[src/rtl/dmem_arb_pkg.sv]
// Shared types for the data-memory arbiter: FSM states, owner encoding, counter width.
// Latency: n/a (types and constants only).
// Backpressure: n/a.
package dmem_arb_pkg;

  typedef enum logic [1:0] {
    IDLE    = 2'd0,
    OWN_CPU = 2'd1,
    OWN_DMA = 2'd2
  } arb_state_t;

  // Owner encoding, also the bit position of each requester in req[1:0]
  localparam logic OWNER_CPU = 1'b0;
  localparam logic OWNER_DMA = 1'b1;

  // Beat counter width; bounds MAX_BURST to 1..15
  localparam int BEAT_CNT_W = 4;

endpackage

[src/rtl/arb_rr2.sv]
// Two-way round-robin pick: sole requester wins, a tie goes to the one that did not own last.
// Latency: purely combinational.
// Backpressure: none; the caller decides when the winner is acted upon.
module arb_rr2
  import dmem_arb_pkg::*;
(
  input  logic [1:0] req,
  input  logic       last_owner,
  output logic       winner,
  output logic       any
);

  // DMA wins when it is alone, or on a tie when the CPU owned last
  always_comb begin
    any    = |req;
    winner = OWNER_CPU;
    if (req[1] && (!req[0] || (last_owner == OWNER_CPU))) begin
      winner = OWNER_DMA;
    end
  end

endmodule

[src/rtl/dmem_arb.sv]
// Arbitrates CPU and DMA access to a single-port data memory with bounded round-robin bursts.
// Latency: grant is combinational from req while owning; read data returns 1 cycle after the granted beat.
// Backpressure: a requester holds req until gnt; the waiting side is stalled at most MAX_BURST beats.
module dmem_arb
  import dmem_arb_pkg::*;
#(
  parameter int AW        = 32,
  parameter int DW        = 32,
  parameter int MAX_BURST = 4
) (
  input  logic          clk,
  input  logic          clrn,
  input  logic          cpu_req,
  input  logic          cpu_we,
  input  logic [AW-1:0] cpu_addr,
  input  logic [DW-1:0] cpu_wdata,
  output logic          cpu_gnt,
  output logic          cpu_rvalid,
  output logic [DW-1:0] cpu_rdata,
  input  logic          dma_req,
  input  logic          dma_we,
  input  logic [AW-1:0] dma_addr,
  input  logic [DW-1:0] dma_wdata,
  output logic          dma_gnt,
  output logic          dma_rvalid,
  output logic [DW-1:0] dma_rdata,
  output logic          mem_we,
  output logic [AW-1:0] mem_addr,
  output logic [DW-1:0] mem_wdata,
  input  logic [DW-1:0] mem_rdata
);

  localparam logic [BEAT_CNT_W-1:0] BURST_LIM = BEAT_CNT_W'(MAX_BURST);

  arb_state_t            state;
  logic [BEAT_CNT_W-1:0] beat_cnt;
  logic [BEAT_CNT_W-1:0] beat_nxt;
  logic                  burst_done;
  logic                  last_owner;
  logic                  rr_winner;
  logic                  rr_any;
  logic                  own_req;
  logic                  oth_req;
  logic                  oth_owner;
  arb_state_t            oth_state;

  arb_rr2 u_rr (
    .req        ({dma_req, cpu_req}),
    .last_owner (last_owner),
    .winner     (rr_winner),
    .any        (rr_any)
  );

  // Grants follow the owner's req directly; the memory port is zeroed when nobody is granted
  always_comb begin
    cpu_gnt   = (state == OWN_CPU) && cpu_req;
    dma_gnt   = (state == OWN_DMA) && dma_req;
    mem_we    = 1'b0;
    mem_addr  = '0;
    mem_wdata = '0;
    if (cpu_gnt) begin
      mem_we    = cpu_we;
      mem_addr  = cpu_addr;
      mem_wdata = cpu_wdata;
    end else if (dma_gnt) begin
      mem_we    = dma_we;
      mem_addr  = dma_addr;
      mem_wdata = dma_wdata;
    end
  end

  // Current owner's view of the requests, so both OWN states share one set of transition rules
  always_comb begin
    own_req    = (state == OWN_DMA) ? dma_req : cpu_req;
    oth_req    = (state == OWN_DMA) ? cpu_req : dma_req;
    oth_owner  = (state == OWN_DMA) ? OWNER_CPU : OWNER_DMA;
    oth_state  = (state == OWN_DMA) ? OWN_CPU : OWN_DMA;
    beat_nxt   = beat_cnt + 1'b1;
    burst_done = (beat_nxt == BURST_LIM);
  end

  // Ownership FSM with beat counter and last-owner record; counter clears on every state change
  always_ff @(posedge clk or negedge clrn) begin
    if (!clrn) begin
      state      <= IDLE;
      beat_cnt   <= '0;
      last_owner <= OWNER_DMA;
    end else begin
      case (state)
        IDLE: begin
          if (rr_any) begin
            state      <= (rr_winner == OWNER_DMA) ? OWN_DMA : OWN_CPU;
            last_owner <= rr_winner;
            beat_cnt   <= '0;
          end
        end
        OWN_CPU, OWN_DMA: begin
          if (!own_req) begin
            beat_cnt <= '0;
            if (oth_req) begin
              state      <= oth_state;
              last_owner <= oth_owner;
            end else begin
              state <= IDLE;
            end
          end else if (burst_done) begin
            // Burst limit hit: hand over if the other side waits, else keep going from zero
            beat_cnt <= '0;
            if (oth_req) begin
              state      <= oth_state;
              last_owner <= oth_owner;
            end
          end else begin
            beat_cnt <= beat_nxt;
          end
        end
        default: begin
          state    <= IDLE;
          beat_cnt <= '0;
        end
      endcase
    end
  end

  // Read return: register memory data on each granted read beat; rdata holds otherwise
  always_ff @(posedge clk or negedge clrn) begin
    if (!clrn) begin
      cpu_rvalid <= 1'b0;
      cpu_rdata  <= '0;
      dma_rvalid <= 1'b0;
      dma_rdata  <= '0;
    end else begin
      cpu_rvalid <= cpu_gnt && !cpu_we;
      dma_rvalid <= dma_gnt && !dma_we;
      if (cpu_gnt && !cpu_we) begin
        cpu_rdata <= mem_rdata;
      end
      if (dma_gnt && !dma_we) begin
        dma_rdata <= mem_rdata;
      end
    end
  end

endmodule

[config.mk]
export PLATFORM = sky130hd
export DESIGN_NAME = dmem_arb
export DESIGN_NICKNAME = d
export VERILOG_FILES = /design/src/rtl/dmem_arb_pkg.sv /design/src/rtl/arb_rr2.sv /design/src/rtl/dmem_arb.sv
export SDC_FILE = /design/constraint.sdc
export NUM_CORES = 1
export LEC_CHECK = 0
export CORE_AREA = 2 2 117 119
export DETAILED_ROUTE_END_ITERATION = 6
export DIE_AREA = 0 0 119 121
export GPL_ROUTABILITY_DRIVEN = 0
export PLACE_DENSITY = 0.73
export SYNTH_ARGS = -nofsm -noshare
export SYNTH_HDL_FRONTEND = slang
export SYNTH_HIERARCHICAL = 1
export SYNTH_SLANG_ARGS = --single-unit
[constraint.sdc]
create_clock -name clk -period 2.4 [get_ports clk]
set_input_delay 0.48 -clock clk [delete_from_list [all_inputs] [get_ports clk]]
set_output_delay 0.48 -clock clk [all_outputs]
set_load 0.02 [all_outputs]
==> run_results.csv <==
group,metric,value,unit
cells_and_area,antenna_cells,0,
sta,relSlewSlack,60.5,%
synth,synth_seq_cells,73,
sta,rsz0062_at_grt,"true",
clock_tree,clk_latency,340,ps
sta,slew_viol_final,0,
sta,finalSetupViolCount,0,
clock_tree,clkSinkCount,73,
cells_and_area,layout_common_cells,"clkdlybuf4s50_1 (229), nand2_1 (104), dfrtp_1 (72)",
floorplanning,start_util,28.1,%
run,cap_violations,0,
synth,syn-instance-count,354,
synth,ys_seq_area_share,49.8,%
sta,post-route-period-util,98.5,%
clock_tree,cts_max_level,3,
worst_setup_path,crit_chain,"ha_2 > and2_4 > nor2_4 > buf_12 > buf_4 > a22o_1 > buf_6",
synth,syn_avg_cell_area,10.4,µm²
drt,first_pass_iters,4,
worst_setup_path,endpoint_kind,"output port",
clock_tree,path_clk_slew,50,ps
synth,syn_nets,526,
global_routing,track_usage,23.4,%
floorplanning,fp.dieH,121,µm
sta,fin_worst_skew,5.58,ps
place,io_buffers,298,
clock_tree,cts_tree,"done",
floorplanning,die_w,119,µm
sta,period_minus_slack,2360,ps
clock_tree,numCtsBuffers,9,
synth,yosysWarnings,6,
drt,drc,0,
drt,ant_nets,0,
drt,drt_iter0_markers,194,
drt,vias,3990,
global_routing,grt_pass1_vias,4162,
drt,finalWirelength,17400,µm
floorplanning,boundaryPins,299,
worst_setup_path,worst-endpoint-required,1920,ps
clock_tree,holdBufCountCts,0,
worst_setup_path,startpoint_type,"flip-flop",
drt,wl_per_cell,20.6,µm
worst_setup_path,critPathMaxStageDelay,400,ps
power_and_ir_drop,ir_drop,0.761,mV
power_and_ir_drop,power,8.25,mW
power_and_ir_drop,power_density,1120,nW/µm²
global_routing,antenna_found_initial,0,
cells_and_area,area.growth.synth_to_final,101,%
global_routing,gr-total-overflow,0,
worst_setup_path,critical_path_class,"reg2out",
worst_setup_path,worst-path-max-fanout,16,
cells_and_area,multiInputGateArea,1800,µm²
place,place.detailed.hpwl,13200,µm
worst_setup_path,r2r_slack,470,ps
floorplanning,rows,42,
cells_and_area,n_fill_cell,1127,
global_routing,grt_max_degree,68,
synth,netlist_area,3670,µm²
power_and_ir_drop,power_leakage,3.45,nW
cells_and_area,nNetsFinal,838,
worst_hold_path,hold_class,"in2async",
drt,viasPerCell,4.71,
worst_setup_path,arrival,1880,ps
cells_and_area,post-route-util,56.5,%
worst_setup_path,crit_path_top_delay_cell,"dfrtp_1",
sta,fmax,423,MHz
cells_and_area,register_area,1830,µm²
global_routing,grt_first_pass_wirelength,25300,µm
status,status,"finished clean",
floorplanning,core-area,13100,µm²
sta,timing.final.hold_violations,0,
clock_tree,cts.path.max_buffers,2,
floorplanning,dieArea,14400,µm²
cells_and_area,final_layout_size_suffix_gt1_share,25.0,%
sta,worst_slew_pin_slew,592,ps
clock_tree,root_buffer,"clkbuf_16",
cells_and_area,final_common_cell,"clkdlybuf4s50_1",
synth,ys_types,34,
-- routing by layer --
layer	global-route usage [%]	up-vias	part of all wire, %
met4	7.66	0	2.3
met3	12.5	26	12
met1	25.1	1908	37
met2	39.6	187	49
met5	0	-	0
li1	-	1869	-
-- what timing repair did --
item                       in CTS  in global routing
gates resized for setup       224                 48
gates cloned                    2                  3
setup endpoints to repair      67                 41
setup buffers                   4                  7
pin swaps                       4                  3
-- per-stage QoR --
step	setup slack, ps	area [µm²]	setup TNS (ps)	std cells	hold slack [ps]
after detailed placement	-411	7010	-20200	817	461
final	36.0	7390	0	847	148
after global routing	-29.9	7390	-172	847	185
after global placement	-410	7010	-19090	817	458
after CTS	-59.7	7250	-677	839	159
after floorplan	350	3670	0	354	184
-- cells in the mapped netlist, drive strengths merged --
cell type | count | share of area [%]
nor3 | 5 | 0.95
a31oi | 1 | 0.17
mux2 | 37 | 12
nor2b | 1 | 0.17
nand3 | 2 | 0.27
clkbuf | 11 | 1.1
buf | 17 | 2.7
ha | 6 | 2.0
a21oi | 3 | 0.41
nand2 | 106 | 11
a21boi | 1 | 0.20
nor3b | 1 | 0.20
and2 | 1 | 0.17
a22o | 65 | 16
a211oi | 1 | 0.34
dfstp | 1 | 0.72
nor2 | 3 | 0.31
o211ai | 1 | 0.20
o21ai | 5 | 0.68
and2b | 1 | 0.20
a21o | 2 | 0.44
dfrtp | 72 | 49
or2 | 1 | 0.17
inv | 6 | 0.61
mux2i | 2 | 0.55
nand2b | 2 | 0.34
-- state kept, by name (all words and copies together), names as in the netlist --
name and cells:
last_owner 1, cpu_rdata 32, state 2, dma_rdata 32, beat_cnt 4, dma_rvalid 1
cpu_rvalid 1
-- power by group --
part / internal [mW] / switching (mW) / leakage, nW
Clock: 0.830 / 0.479 / 0.144
Combinational: 2.43 / 2.40 / 2.40
Sequential: 1.80 / 0.307 / 0.904
-- worst max-delay path, delay by kind of cell (launching register included) --
family,cells,cell delay (ps)
buffers and inverters,3,430
adder cells (fa/ha/maj),1,200
flip-flops,1,400
AO/OA/AOI/OAI,1,160
AND/OR/NAND/NOR,2,350
-- worst paths after layout --
check / start / end / depth (start not counted)
hold / removal: clrn / cpu_rdata[14]$_DFFE_PN0P_ / 1
hold reg to reg: dma_rdata[4]$_DFFE_PN0P_ / dma_rdata[4]$_DFFE_PN0P_ / 2
max in group asynchronous: clrn / cpu_rdata[0]$_DFFE_PN0P_ / 2
setup / recovery: state[0]$_DFFE_PN0P_ / mem_addr[14] / 7
min in group clk: dma_rdata[4]$_DFFE_PN0P_ / dma_rdata[4]$_DFFE_PN0P_ / 2
setup reg to reg: state[0]$_DFFE_PN0P_ / cpu_rdata[29]$_DFFE_PN0P_ / 7
-- cell type report --
class / count / area share, %
Clock buffer: 13 / 3.39
Clock inverter: 3 / 0.542
Inverter: 6 / 0.305
Multi-Input combinational cell: 247 / 24.3
Sequential cell: 73 / 24.7
Tap cell: 176 / 2.98
Timing Repair Buffer: 329 / 43.7
-- cell families (layout without fill, tap and decap cells) --
kind of cell / after synthesis / in the layout / share of synthesized area (%)
adder cells (fa/ha/maj): 6 / 6 / 2.04
AO/OA/AOI/OAI: 79 / 79 / 18.0
flip-flops: 73 / 73 / 49.8
multiplexers: 39 / 39 / 12.1
buffers and inverters: 34 / 351 / 4.40
AND/OR/NAND/NOR: 123 / 123 / 13.7
No activity file was read; power rests on OpenSTA's default activity.
